<file path="src/rtl/tt_nor_xor_descrambler.sv">
// Strobe-driven loader and bit-serial inverse of the NOR-XOR scrambler.
// Low nibble, then high nibble, then eight decode cycles.
module tt_nor_xor_descrambler (
  input  logic [7:0] io_in,
  output logic [7:0] io_out
);

  localparam logic [1:0] IDLE = 2'd0;
  localparam logic [1:0] HI   = 2'd1;
  localparam logic [1:0] DEC  = 2'd2;
  localparam logic [1:0] DONE = 2'd3;

  logic       clk;
  logic       rst;
  logic       stb;
  logic       view;
  logic [3:0] nib;

  assign clk  = io_in[0];
  assign rst  = io_in[1];
  assign stb  = io_in[2];
  assign view = io_in[3];
  assign nib  = io_in[7:4];

  logic [1:0] state_q, state_d;
  logic [7:0] y_q, y_d;
  logic [7:0] w_q, w_d;
  logic [7:0] res_q, res_d;
  logic [2:0] step_q, step_d;
  logic [2:0] cnt_q, cnt_d;
  logic       s1_q, s2_q;
  logic       edge_s;
  logic       bit_s;
  logic [2:0] pos_s;

  assign edge_s = s1_q & ~s2_q;

  function automatic logic nor2(input logic a, input logic b);
    return ~(a | b);
  endfunction

  // Later steps consume d bits already resolved into w_q.
  always_comb begin
    bit_s = 1'b0;
    pos_s = 3'd0;
    unique case (step_q)
      3'd0: begin pos_s = 3'd3; bit_s = y_q[4] ^ nor2(y_q[7], y_q[6]); end
      3'd1: begin pos_s = 3'd7; bit_s = y_q[1] ^ nor2(y_q[2], y_q[7]); end
      3'd2: begin pos_s = 3'd5; bit_s = y_q[7] ^ nor2(y_q[6], y_q[5]); end
      3'd3: begin pos_s = 3'd1; bit_s = y_q[3] ^ nor2(y_q[5], w_q[3]); end
      3'd4: begin pos_s = 3'd2; bit_s = y_q[0] ^ nor2(y_q[3], y_q[1]); end
      3'd5: begin pos_s = 3'd0; bit_s = y_q[5] ^ nor2(w_q[3], w_q[2]); end
      3'd6: begin pos_s = 3'd6; bit_s = y_q[2] ^ nor2(w_q[2], w_q[1]); end
      3'd7: begin pos_s = 3'd4; bit_s = y_q[6] ^ nor2(w_q[7], w_q[6]); end
      default: begin pos_s = 3'd0; bit_s = 1'b0; end
    endcase
  end

  always_comb begin
    state_d = state_q;
    y_d     = y_q;
    w_d     = w_q;
    res_d   = res_q;
    step_d  = step_q;
    cnt_d   = cnt_q;
    unique case (1'b1)
      (state_q == IDLE),
      (state_q == DONE): begin
        if (edge_s) begin
          y_d[3:0] = nib;
          step_d   = 3'd0;
          state_d  = HI;
        end
      end
      (state_q == HI): begin
        if (edge_s) begin
          y_d[7:4] = nib;
          w_d      = 8'h00;
          step_d   = 3'd0;
          state_d  = DEC;
        end
      end
      (state_q == DEC): begin
        w_d[pos_s] = bit_s;
        if (step_q == 3'd7) begin
          res_d   = w_d;
          cnt_d   = cnt_q + 3'd1;
          state_d = DONE;
        end else begin
          step_d = step_q + 3'd1;
        end
      end
      default: state_d = IDLE;
    endcase
  end

  always_ff @(posedge clk) begin
    if (rst) begin
      state_q <= IDLE;
      y_q     <= 8'h00;
      w_q     <= 8'h00;
      res_q   <= 8'h00;
      step_q  <= 3'd0;
      cnt_q   <= 3'd0;
      s1_q    <= 1'b0;
      s2_q    <= 1'b0;
    end else begin
      state_q <= state_d;
      y_q     <= y_d;
      w_q     <= w_d;
      res_q   <= res_d;
      step_q  <= step_d;
      cnt_q   <= cnt_d;
      s1_q    <= stb;
      s2_q    <= s1_q;
    end
  end

  assign io_out = view ? {state_q, step_q, cnt_q} : res_q;

endmodule

</file>
<file path="config.mk">
export PLATFORM = sky130hd
export DESIGN_NAME = tt_nor_xor_descrambler
export DESIGN_NICKNAME = d
export VERILOG_FILES = /design/src/rtl/tt_nor_xor_descrambler.sv
export SDC_FILE = /design/constraint.sdc
export NUM_CORES = 1
export LEC_CHECK = 0
export ABC_AREA = 1
export CORE_ASPECT_RATIO = 0.5
export CORE_MARGIN = 10
export CORE_UTILIZATION = 57
export DETAILED_ROUTE_END_ITERATION = 12
export PLACE_DENSITY = 0.81
export SYNTH_ARGS = -nofsm -noshare
export SYNTH_HDL_FRONTEND = slang
export SYNTH_SLANG_ARGS = --single-unit
</file>
<file path="constraint.sdc">
create_clock -name io_in -period 2.3 [get_ports io_in]
set_clock_uncertainty 0.05 [all_clocks]
set_input_delay 0.23 -clock io_in [delete_from_list [all_inputs] [get_ports io_in]]
set_output_delay 0.23 -clock io_in [all_outputs]
set_load 0.02 [all_outputs]
</file>
==> flow_metrics.tcl, run 1 <==
set metrics [dict create \
    groute.usage.overall_pct 20.96 \
    critical_path.startpoint_type "clock port" \
    die_area_sq_um 6340 \
    layout.cells.most_common_list "sky130_fd_sc_hd__nand2_1, sky130_fd_sc_hd__inv_1, sky130_fd_sc_hd__dfxtp_1" \
    n_antenna_cell 0 \
    drc 0 \
    synthArstFlopShare_pct 0 \
    fin_area_sq_um 2447 \
    depth_of_the_worst_register_to_register_path 11 \
    worst_hold_slack_ns -0.2213 \
    clk-insertion-delay-late_ns 0.29 \
    mean_instance_size_in_the_synthesized_netlist_sq_um 6.732 \
    design.portCount 16 \
    synth.cell_area_sq_um 1966 \
    worst-endpoint-required_ns 2.02 \
    clock_slew_seen_by_the_registers_of_the_worst_setup_and_hold_paths_ns 0.07 \
    drtIter0Drc 113 \
    min_path_type "clock port to flip-flop" \
    cell_repeated_most_along_the_worst_path "sky130_fd_sc_hd__clkbuf_8" \
    grt_start_max_net_pins 14 \
    die_h_um 61.53 \
    post_drt_wl_per_cell_um 14.49 \
    critical_path_class "clock port to output pin" \
    netlist-cell-type-count 27 \
    floorplan.die.width_um 103.0 \
    postCtsHoldBufs 0 \
    number_of_placement_rows 14 \
    p_leak_nw 0.9118 \
    postSynthNetCount 310 \
    total_global_routing_overflow 0 \
    syn_to_final_growth_pct 24.51 \
    largest_stage_delay_worst_path_ns 0.36 \
    outcome "finished with violations" \
    worstHoldPathCells 2 \
    timing.max_cap.violations 0 \
    nets 338 \
    slew_viol_final 0 \
    layout-drive-gt1-share_pct 14.42 \
    most_frequent_standard_cell_in_the_layout_excluding_fill_and_tap_cells "sky130_fd_sc_hd__nand2_1" \
    via_count_of_the_first_global_routing_pass 2374 \
    yosysWarningCount 0 \
    tritoncts "yes" \
    coreArea_sq_um 3153 \
    number_of_enable_type_register_cells_in_the_synthesized_netlist 0 \
    dpl.cell_count 333 \
    wl_final_um 5302 \
    final_setup_fails 0 \
    routed-via-count 1992 \
    antenna_found_initial 0 \
    timing.critical_path.cells "clkbuf_8, clkbuf_8, o21ai_0, dlygate4sd2_1" \
    slew_headroom_pct 67.48 \
    cellPowerDensity_nw_per_um2 1407 \
    report.final.hold_viol_count 1 \
    global_route_wire_length_before_repair_um 8907 \
    synthCells 292 \
    unrepaired_setup_endpoints_after_global_routing "false" \
    synth_sequential_area_ratio_pct 34.63 \
    yosys_register_bits 34 \
    violations "hold timing" \
    starting_density_of_the_core_pct 62.34 \
    dpl.hpwl_um 3312 \
    crit_slowest_cell "sky130_fd_sc_hd__dlygate4sd2_1" \
    synth_flop_cell "sky130_fd_sc_hd__dfxtp_1" \
    antenna_violating_nets_post_route 0 \
    arrival_ns 1.96 \
    fin_setup_tns_ns 0 \
    end_kind "output pin" \
    critical_path_peak_fanout 8 \
    worst-slew-pin-transition_ns 0.4871 \
    placement.cell_area_sq_um 2053 \
    gp_congestion 0.8201 \
    cts_setup_buffers 0 \
    detail_route.vias_per_cell 5.443 \
    design_power_total_mw 3.444 \
    detailedRoute.firstPassIterationCount 5 \
    post_layout_nonfiller_instances 366 \
    io_buffer_count 8 \
    ir_worst_vdd_v 0.0009641 \
]
stage by stage:
| stage | util, % | setup WS [ns] |
|---|---|---|
| 6_report | 77.62 | 0.06490 |
| 5_1_grt | 77.62 | 0.001797 |
| 4_1_cts | 77.62 | 0.04321 |
| 3_5_place_dp | 65.12 | 0.1336 |
| 3_3_place_gp | 65.12 | 0.1336 |
| 2_1_floorplan | - | 0.1855 |
flip-flops by register name, indices dropped and copies added (netlist names):
name / flops
w_q: 8
s2_q: 1
step_q: 3
y_q: 8
s1_q: 1
cnt_q: 3
res_q: 8
state_q: 2
layout make-up:
type | count | area, sq um
clock buffers | 38 | 435.4
fillers | 239 | 705.7
multi-input cells | 196 | 1031
well taps | 40 | 50.05
flip-flops and latches | 34 | 680.7
clock inverters | 13 | 76.32
inverters | 44 | 166.4
repair buffers | 1 | 7.507
power breakdown:
group	internal [mW]	total, mW	leakage (nW)	switching (mW)
clock network	1.50	2.79	0.371	1.28
registers	0.659	0.659	0.293	0
logic	0	0.000000248	0.248	0
total	2.16	3.44	0.912	1.28
layer usage:
layer	part of all wire (%)	track usage, %
met4	2.7	29.47
met5	0	2.308
met1	44	16.82
met3	13	25.36
met2	41	21.52
critical path, delay by kind of cell:
family,cells,cell delay [ns]
buf+inv,3,0.62
compound gates,1,0.18
synthesized netlist by cell type (2+ instances only):
cell type | instances | share of area [%]
sky130_fd_sc_hd__a211oi_1 | 9 | 3.4
sky130_fd_sc_hd__a21oi_1 | 22 | 5.6
sky130_fd_sc_hd__buf_6 | 2 | 1.1
sky130_fd_sc_hd__clkbuf_1 | 4 | 0.76
sky130_fd_sc_hd__dfxtp_1 | 34 | 35
sky130_fd_sc_hd__ha_1 | 10 | 6.4
sky130_fd_sc_hd__inv_1 | 52 | 9.9
sky130_fd_sc_hd__nand2_1 | 68 | 13
sky130_fd_sc_hd__nand2_4 | 2 | 1.1
sky130_fd_sc_hd__nand3_1 | 20 | 5.1
sky130_fd_sc_hd__nand3_2 | 2 | 1.0
sky130_fd_sc_hd__nor2_1 | 24 | 4.6
sky130_fd_sc_hd__nor2_4 | 3 | 1.7
sky130_fd_sc_hd__nor3_1 | 2 | 0.51
sky130_fd_sc_hd__o21ai_0 | 22 | 5.6
sky130_fd_sc_hd__or2_2 | 4 | 1.3
sky130_fd_sc_hd__xor2_1 | 2 | 0.89
cells by family (layout without fill, tap and decap cells):
family	count (synthesis)	in the layout	share of synthesized area [%]
AND/OR/NAND/NOR	129	129	29.73
XOR/XNOR	2	2	0.8913
buffers and inverters	62	96	12.92
flip-flops	34	34	34.63
AO/OA/AOI/OAI	55	55	15.47
adder cells (fa/ha/maj)	10	10	6.365
final timing paths:
kind	from	to	slack, ns
setup / recovery	io_in[3]	io_out[2]	0.06
hold / removal	io_in[2]	s1_q$_SDFF_PP0_	-0.22
setup reg to reg	step_q[1]$_SDFFE_PP0P_	res_q[2]$_SDFFE_PP0N_	0.18
hold reg to reg	w_q[5]$_SDFFE_PP0P_	w_q[5]$_SDFFE_PP0P_	0.41
timing repair:
action,CTS,global route
pin swaps,0,0
resized for setup,11,1
endpoints found under the setup margin,8,1
(Power assumes the default switching activity.)
==> run 2: changes to the inputs <==
--- a/config.mk
+++ b/config.mk
@@ -10,7 +10,7 @@
 export CORE_MARGIN = 10
 export CORE_UTILIZATION = 57
 export DETAILED_ROUTE_END_ITERATION = 12
-export PLACE_DENSITY = 0.81
+export PLACE_DENSITY = 0.78
 export SYNTH_ARGS = -nofsm -noshare
 export SYNTH_HDL_FRONTEND = slang
 export SYNTH_SLANG_ARGS = --single-unit
==> flow_metrics.tcl, run 2 (same netlist as run 1, synthesis figures left out) <==
set metrics [dict create \
    outcome "finished with violations" \
    violations "hold timing" \
    critical_path_peak_fanout 8 \
    tritoncts "yes" \
    placement.cell_area_sq_um 2053 \
    r2r-start "step_q[2]$_SDFFE_PP0P_" \
    clk-insertion-delay-late_ns 0.29 \
    p_leak_nw 0.9135 \
    die_area_sq_um 6340 \
    io_buffer_count 8 \
    worst-slew-pin-transition_ns 0.5416 \
    worst_hold_slack_ns -0.2144 \
    post_drt_wl_per_cell_um 14.63 \
    worst-endpoint-required_ns 2.02 \
    hp-start "io_in[2]" \
    arrival_ns 1.96 \
    global_route_wire_length_before_repair_um 8507 \
    seqCellArea_sq_um 681.9 \
    coreArea_sq_um 3153 \
    n_antenna_cell 0 \
    min_path_type "clock port to flip-flop" \
    dpl.hpwl_um 3342 \
    syn_to_final_growth_pct 24.63 \
    ir_worst_vdd_v 0.001003 \
    layout-drive-gt1-share_pct 15.74 \
    power_frac_seq_pct 19.1 \
    fin_util_pct 77.70 \
    wl_final_um 5325 \
    preCtsSetupSlack_ns 0.1336 \
    design.portCount 16 \
    detail_route.vias_per_cell 5.519 \
    cellPowerDensity_nw_per_um2 1408 \
    dpl.cell_count 333 \
    groute.usage.overall_pct 19.91 \
    most_frequent_standard_cell_in_the_layout_excluding_fill_and_tap_cells "sky130_fd_sc_hd__nand2_1" \
    p_sw_share_pct 37.05 \
    timing.final.ws_setup_ns 0.06004 \
    detailedRoute.firstPassIterationCount 5 \
    clock_slew_seen_by_the_registers_of_the_worst_setup_and_hold_paths_ns 0.07 \
    unrepaired_setup_endpoints_after_global_routing "false" \
    slew_viol_final 0 \
    antenna_found_initial 0 \
    fin_setup_tns_ns 0 \
    critical_path_class "clock port to output pin" \
    drc 0 \
    reg.largest.list "res_q x8, w_q x8, y_q x8" \
    critPathLaunch "io_in[3]" \
    timing.max_cap.violations 0 \
    multiInputGateArea_sq_um 1031 \
    die_h_um 61.53 \
    fin_area_sq_um 2450 \
    fill_cell_instance_count_of_the_final_layout 223 \
    layout.cells.most_common_list "sky130_fd_sc_hd__nand2_1, sky130_fd_sc_hd__inv_1, sky130_fd_sc_hd__dfxtp_1" \
    slew_headroom_pct 63.84 \
    via_count_of_the_first_global_routing_pass 2228 \
    p_int_mw 2.171 \
    critical_path.startpoint_type "clock port" \
    end_kind "output pin" \
    report.final.hold_viol_count 1 \
    netSwitchingPower_mw 1.278 \
    combinationalPowerShare_pct 0 \
    clkPwrFrac_pct 80.9 \
    grt_start_max_net_pins 14 \
    antenna_violating_nets_post_route 0 \
    final_setup_fails 0 \
    drtIter0Drc 154 \
    nets 338 \
    routed-via-count 2009 \
    floorplan.die.width_um 103.0 \
    gp_congestion 0.8746 \
    number_of_placement_rows 14 \
    starting_density_of_the_core_pct 62.34 \
    post_layout_nonfiller_instances 364 \
    total_global_routing_overflow 0 \
]
-- run 2: changes by cell type in the layout (fill, tap and decap cells not counted) --
cell	previous run	this run
sky130_fd_sc_hd__dfxtp_1	34	33
sky130_fd_sc_hd__o21ai_0	21	22
sky130_fd_sc_hd__clkdlybuf4s15_1	0	1
sky130_fd_sc_hd__clkbuf_8	25	26
sky130_fd_sc_hd__clkbuf_1	5	1
sky130_fd_sc_hd__dlygate4sd2_1	7	4
sky130_fd_sc_hd__o21ai_1	1	0
sky130_fd_sc_hd__clkinvlp_2	1	2
sky130_fd_sc_hd__clkbuf_2	0	1
sky130_fd_sc_hd__dlygate4sd1_1	0	1
sky130_fd_sc_hd__dfxtp_2	0	1
-- run 2: final cells by class --
class,instances,share of cell area [%]
repair buffers,1,0.3064
multi-input cells,196,42.08
clock inverters,14,3.320
well taps,40,2.043
flip-flops and latches,34,27.83
inverters,44,6.793
clock buffers,35,17.62
-- run 2: stage by stage --
stage,hold WS [ns],total power [mW]
after detailed placement,0.01907,1.639
after global routing,-0.2125,3.730
final,-0.2144,3.449
after global placement,0.01907,1.639
after floorplan,0.06476,1.585
after CTS,-0.2102,3.541
-- run 2: path summary, 6_finish.rpt --
path	depth (start not counted)	slack, ns	to
min	2	-0.21	s1_q$_SDFF_PP0_
max reg2reg	12	0.20	res_q[2]$_SDFFE_PP0N_
max	4	0.06	io_out[5]
min reg2reg	2	0.42	w_q[5]$_SDFFE_PP0P_
-- run 2: metal layers --
metal	track usage [%]	wire length (um)
met1	17.71	2248
met2	19.64	2202
met3	21.90	728
met4	28.68	146
met5	0.7692	0
-- run 2: worst max-delay path, stage by stage --
cell	delay [ns]
sky130_fd_sc_hd__clkbuf_8	0.12
sky130_fd_sc_hd__clkbuf_8	0.15
sky130_fd_sc_hd__o21ai_0	0.18
sky130_fd_sc_hd__dlygate4sd2_1	0.36
-- run 2: power groups by stage --
stage / Sequential, mW / Combinational [mW] / Clock, mW
2_1_floorplan: 0.678 / 0.000000261 / 0.907
5_1_grt: 0.658 / 0.000000248 / 3.07
3_5_place_dp: 0.678 / 0.000000248 / 0.961
4_1_cts: 0.659 / 0.000000248 / 2.88
6_report: 0.659 / 0.000000248 / 2.79
3_3_place_gp: 0.678 / 0.000000248 / 0.961
-- run 2: what timing repair did --
item,in CTS,in global routing
hold buffers,0,0
resized for setup,11,7
setup buffers,0,0
endpoints found under the setup margin,8,9
==> run 3: changes to the inputs <==
--- a/config.mk
+++ b/config.mk
@@ -8,9 +8,8 @@
 export ABC_AREA = 1
 export CORE_ASPECT_RATIO = 0.5
 export CORE_MARGIN = 10
-export CORE_UTILIZATION = 57
+export CORE_UTILIZATION = 40
 export DETAILED_ROUTE_END_ITERATION = 12
-export PLACE_DENSITY = 0.78
 export SYNTH_ARGS = -nofsm -noshare
 export SYNTH_HDL_FRONTEND = slang
 export SYNTH_SLANG_ARGS = --single-unit
==> flow_metrics.tcl, run 3 (same netlist as run 1, synthesis figures left out) <==
set metrics [dict create \
    routed-via-count 1908 \
    design_power_total_mw 3.365 \
    die_h_um 69.57 \
    cts_setup_buffers 0 \
    top_family_by_delay_on_critical_path "buffers and inverters" \
    crit_slowest_cell "sky130_fd_sc_hd__dlygate4sd2_1" \
    coreArea_sq_um 4573 \
    timing.reg2reg.setup_slack_ns 0.47 \
    outcome "finished with violations" \
    reg.largest.list "res_q x8, w_q x8, y_q x8" \
    wl_final_um 5085 \
    via_count_of_the_first_global_routing_pass 2259 \
    combinationalPowerShare_pct 0 \
    ir_worst_vdd_v 0.0007661 \
    critical_path_peak_fanout 8 \
    die_area_sq_um 8288 \
    design.portCount 16 \
    largest_stage_delay_worst_path_ns 0.37 \
    detail_route.vias_per_cell 4.855 \
    n_antenna_cell 0 \
    nets 340 \
    gp_congestion 0.8517 \
    worst-slew-pin-transition_ns 0.4267 \
    groute.usage.overall_pct 14.42 \
    report.final.hold_viol_count 1 \
    power_frac_seq_pct 19.6 \
    final_setup_fails 0 \
    critical_path.n_buffers_inverters 3 \
    floorplan.die.width_um 119.1 \
    dpl.hpwl_um 3436 \
    detailedRoute.firstPassIterationCount 4 \
    post_drt_wl_per_cell_um 12.94 \
    fill_cell_instance_count_of_the_final_layout 457 \
    drtIter0Drc 126 \
    global_route_wire_length_before_repair_um 8390 \
    min_path_type "clock port to flip-flop" \
    slew_headroom_pct 71.30 \
    number_of_placement_rows 17 \
    critical_path_class "clock port to output pin" \
    worst_hold_slack_ns -0.2201 \
    timing.max_cap.violations 0 \
    fin_util_pct 54.12 \
    fin_area_sq_um 2475 \
    preCtsSetupSlack_ns 0.1336 \
    layout-drive-gt1-share_pct 16.21 \
    multiInputGateArea_sq_um 1031 \
    syn_to_final_growth_pct 25.91 \
    violations "hold timing" \
    fin_setup_tns_ns 0 \
    cellPowerDensity_nw_per_um2 1360 \
    p_sw_share_pct 37.41 \
    antenna_found_initial 0 \
    cts_repair_resize_count 8 \
    starting_density_of_the_core_pct 42.98 \
    clock_slew_seen_by_the_registers_of_the_worst_setup_and_hold_paths_ns 0.07 \
    dpl.cell_count 361 \
    layout.cells.most_common_list "sky130_fd_sc_hd__nand2_1, sky130_fd_sc_hd__inv_1, sky130_fd_sc_hd__dfxtp_1" \
    end_kind "output pin" \
    io_buffer_count 8 \
    cell_repeated_most_along_the_worst_path "sky130_fd_sc_hd__clkbuf_8" \
    drc 0 \
    clkPwrFrac_pct 80.4 \
    most_frequent_standard_cell_in_the_layout_excluding_fill_and_tap_cells "sky130_fd_sc_hd__nand2_1" \
    clk-insertion-delay-late_ns 0.28 \
    tritoncts "yes" \
    arrival_ns 1.96 \
    slew_viol_final 0 \
    antenna_violating_nets_post_route 0 \
    total_global_routing_overflow 0 \
    placement.cell_area_sq_um 2101 \
    unrepaired_setup_endpoints_after_global_routing "false" \
    worst-endpoint-required_ns 2.02 \
    postCtsHoldBufs 0 \
    p_leak_nw 0.9261 \
    timing.final.ws_setup_ns 0.06415 \
    p_int_mw 2.106 \
    netSwitchingPower_mw 1.259 \
    critical_path.startpoint_type "clock port" \
    timing.critical_path.cells "clkbuf_8, clkbuf_8, o21ai_0, dlygate4sd2_1" \
    grt_start_max_net_pins 14 \
    post_layout_nonfiller_instances 393 \
    seqCellArea_sq_um 680.7 \
]
[run 3: cell types whose count changed in the layout (fill, tap and decap cells not counted), sizes merged]
| cell | previous run | this run |
|---|---|---|
| dlygate4sd2 | 4 | 2 |
| clkinvlp | 2 | 0 |
| clkinv | 1 | 2 |
| clkdlybuf4s15 | 2 | 1 |
| clkbuf | 28 | 33 |
| buf | 1 | 3 |
[run 3: metal layers]
metal | GRT usage (%) | share of wire, % | wire [um]
met3 | 19.35 | 12 | 599
met4 | 21.97 | 3.4 | 172
met2 | 11.48 | 37 | 1901
met5 | 0 | 0 | 0
met1 | 12.30 | 47 | 2412
[run 3: area by class of cell]
| cell class | instances | share of cell area (%) |
|---|---|---|
| flip-flops and latches | 34 | 27.50 |
| clock inverters | 13 | 2.679 |
| multi-input cells | 196 | 41.66 |
| repair buffers | 3 | 0.9100 |
| clock buffers | 37 | 17.19 |
| well taps | 66 | 3.337 |
| inverters | 44 | 6.724 |
[run 3: power groups by stage]
stage | clock (mW) | combinational [mW] | sequential [mW]
after floorplan | 0.907 | 0.000000261 | 0.678
after global placement | 0.961 | 0.000000259 | 0.678
after detailed placement | 0.961 | 0.000000259 | 0.678
after CTS | 2.84 | 0.000000259 | 0.659
after global routing | 3.04 | 0.000000259 | 0.658
final | 2.71 | 0.000000259 | 0.659
[run 3: worst register-to-register path, stage by stage, from the launching register on]
cell                      delay (ns)
sky130_fd_sc_hd__dfxtp_1        0.42
sky130_fd_sc_hd__inv_1          0.13
sky130_fd_sc_hd__ha_1           0.21
sky130_fd_sc_hd__nand2_1        0.09
sky130_fd_sc_hd__inv_1          0.04
sky130_fd_sc_hd__nand3_1        0.08
sky130_fd_sc_hd__nand2_1        0.05
sky130_fd_sc_hd__nor2_1         0.12
sky130_fd_sc_hd__nand2_2        0.09
sky130_fd_sc_hd__nand2_4        0.09
sky130_fd_sc_hd__nand2_1        0.07
sky130_fd_sc_hd__nand2_1        0.11
sky130_fd_sc_hd__nand2_1        0.07
sky130_fd_sc_hd__nand2_1        0.07
sky130_fd_sc_hd__inv_1          0.03
[run 3: final timing paths]
path                                         endpoint  cells after the start                   start
worst max-delay path                        io_out[2]                      4                io_in[3]
worst min-delay path                  s1_q$_SDFF_PP0_                      2                io_in[2]
worst max register to register  res_q[2]$_SDFFE_PP0N_                     14  step_q[0]$_SDFFE_PP0P_
worst min register to register    w_q[0]$_SDFFE_PP0P_                      2     w_q[0]$_SDFFE_PP0P_
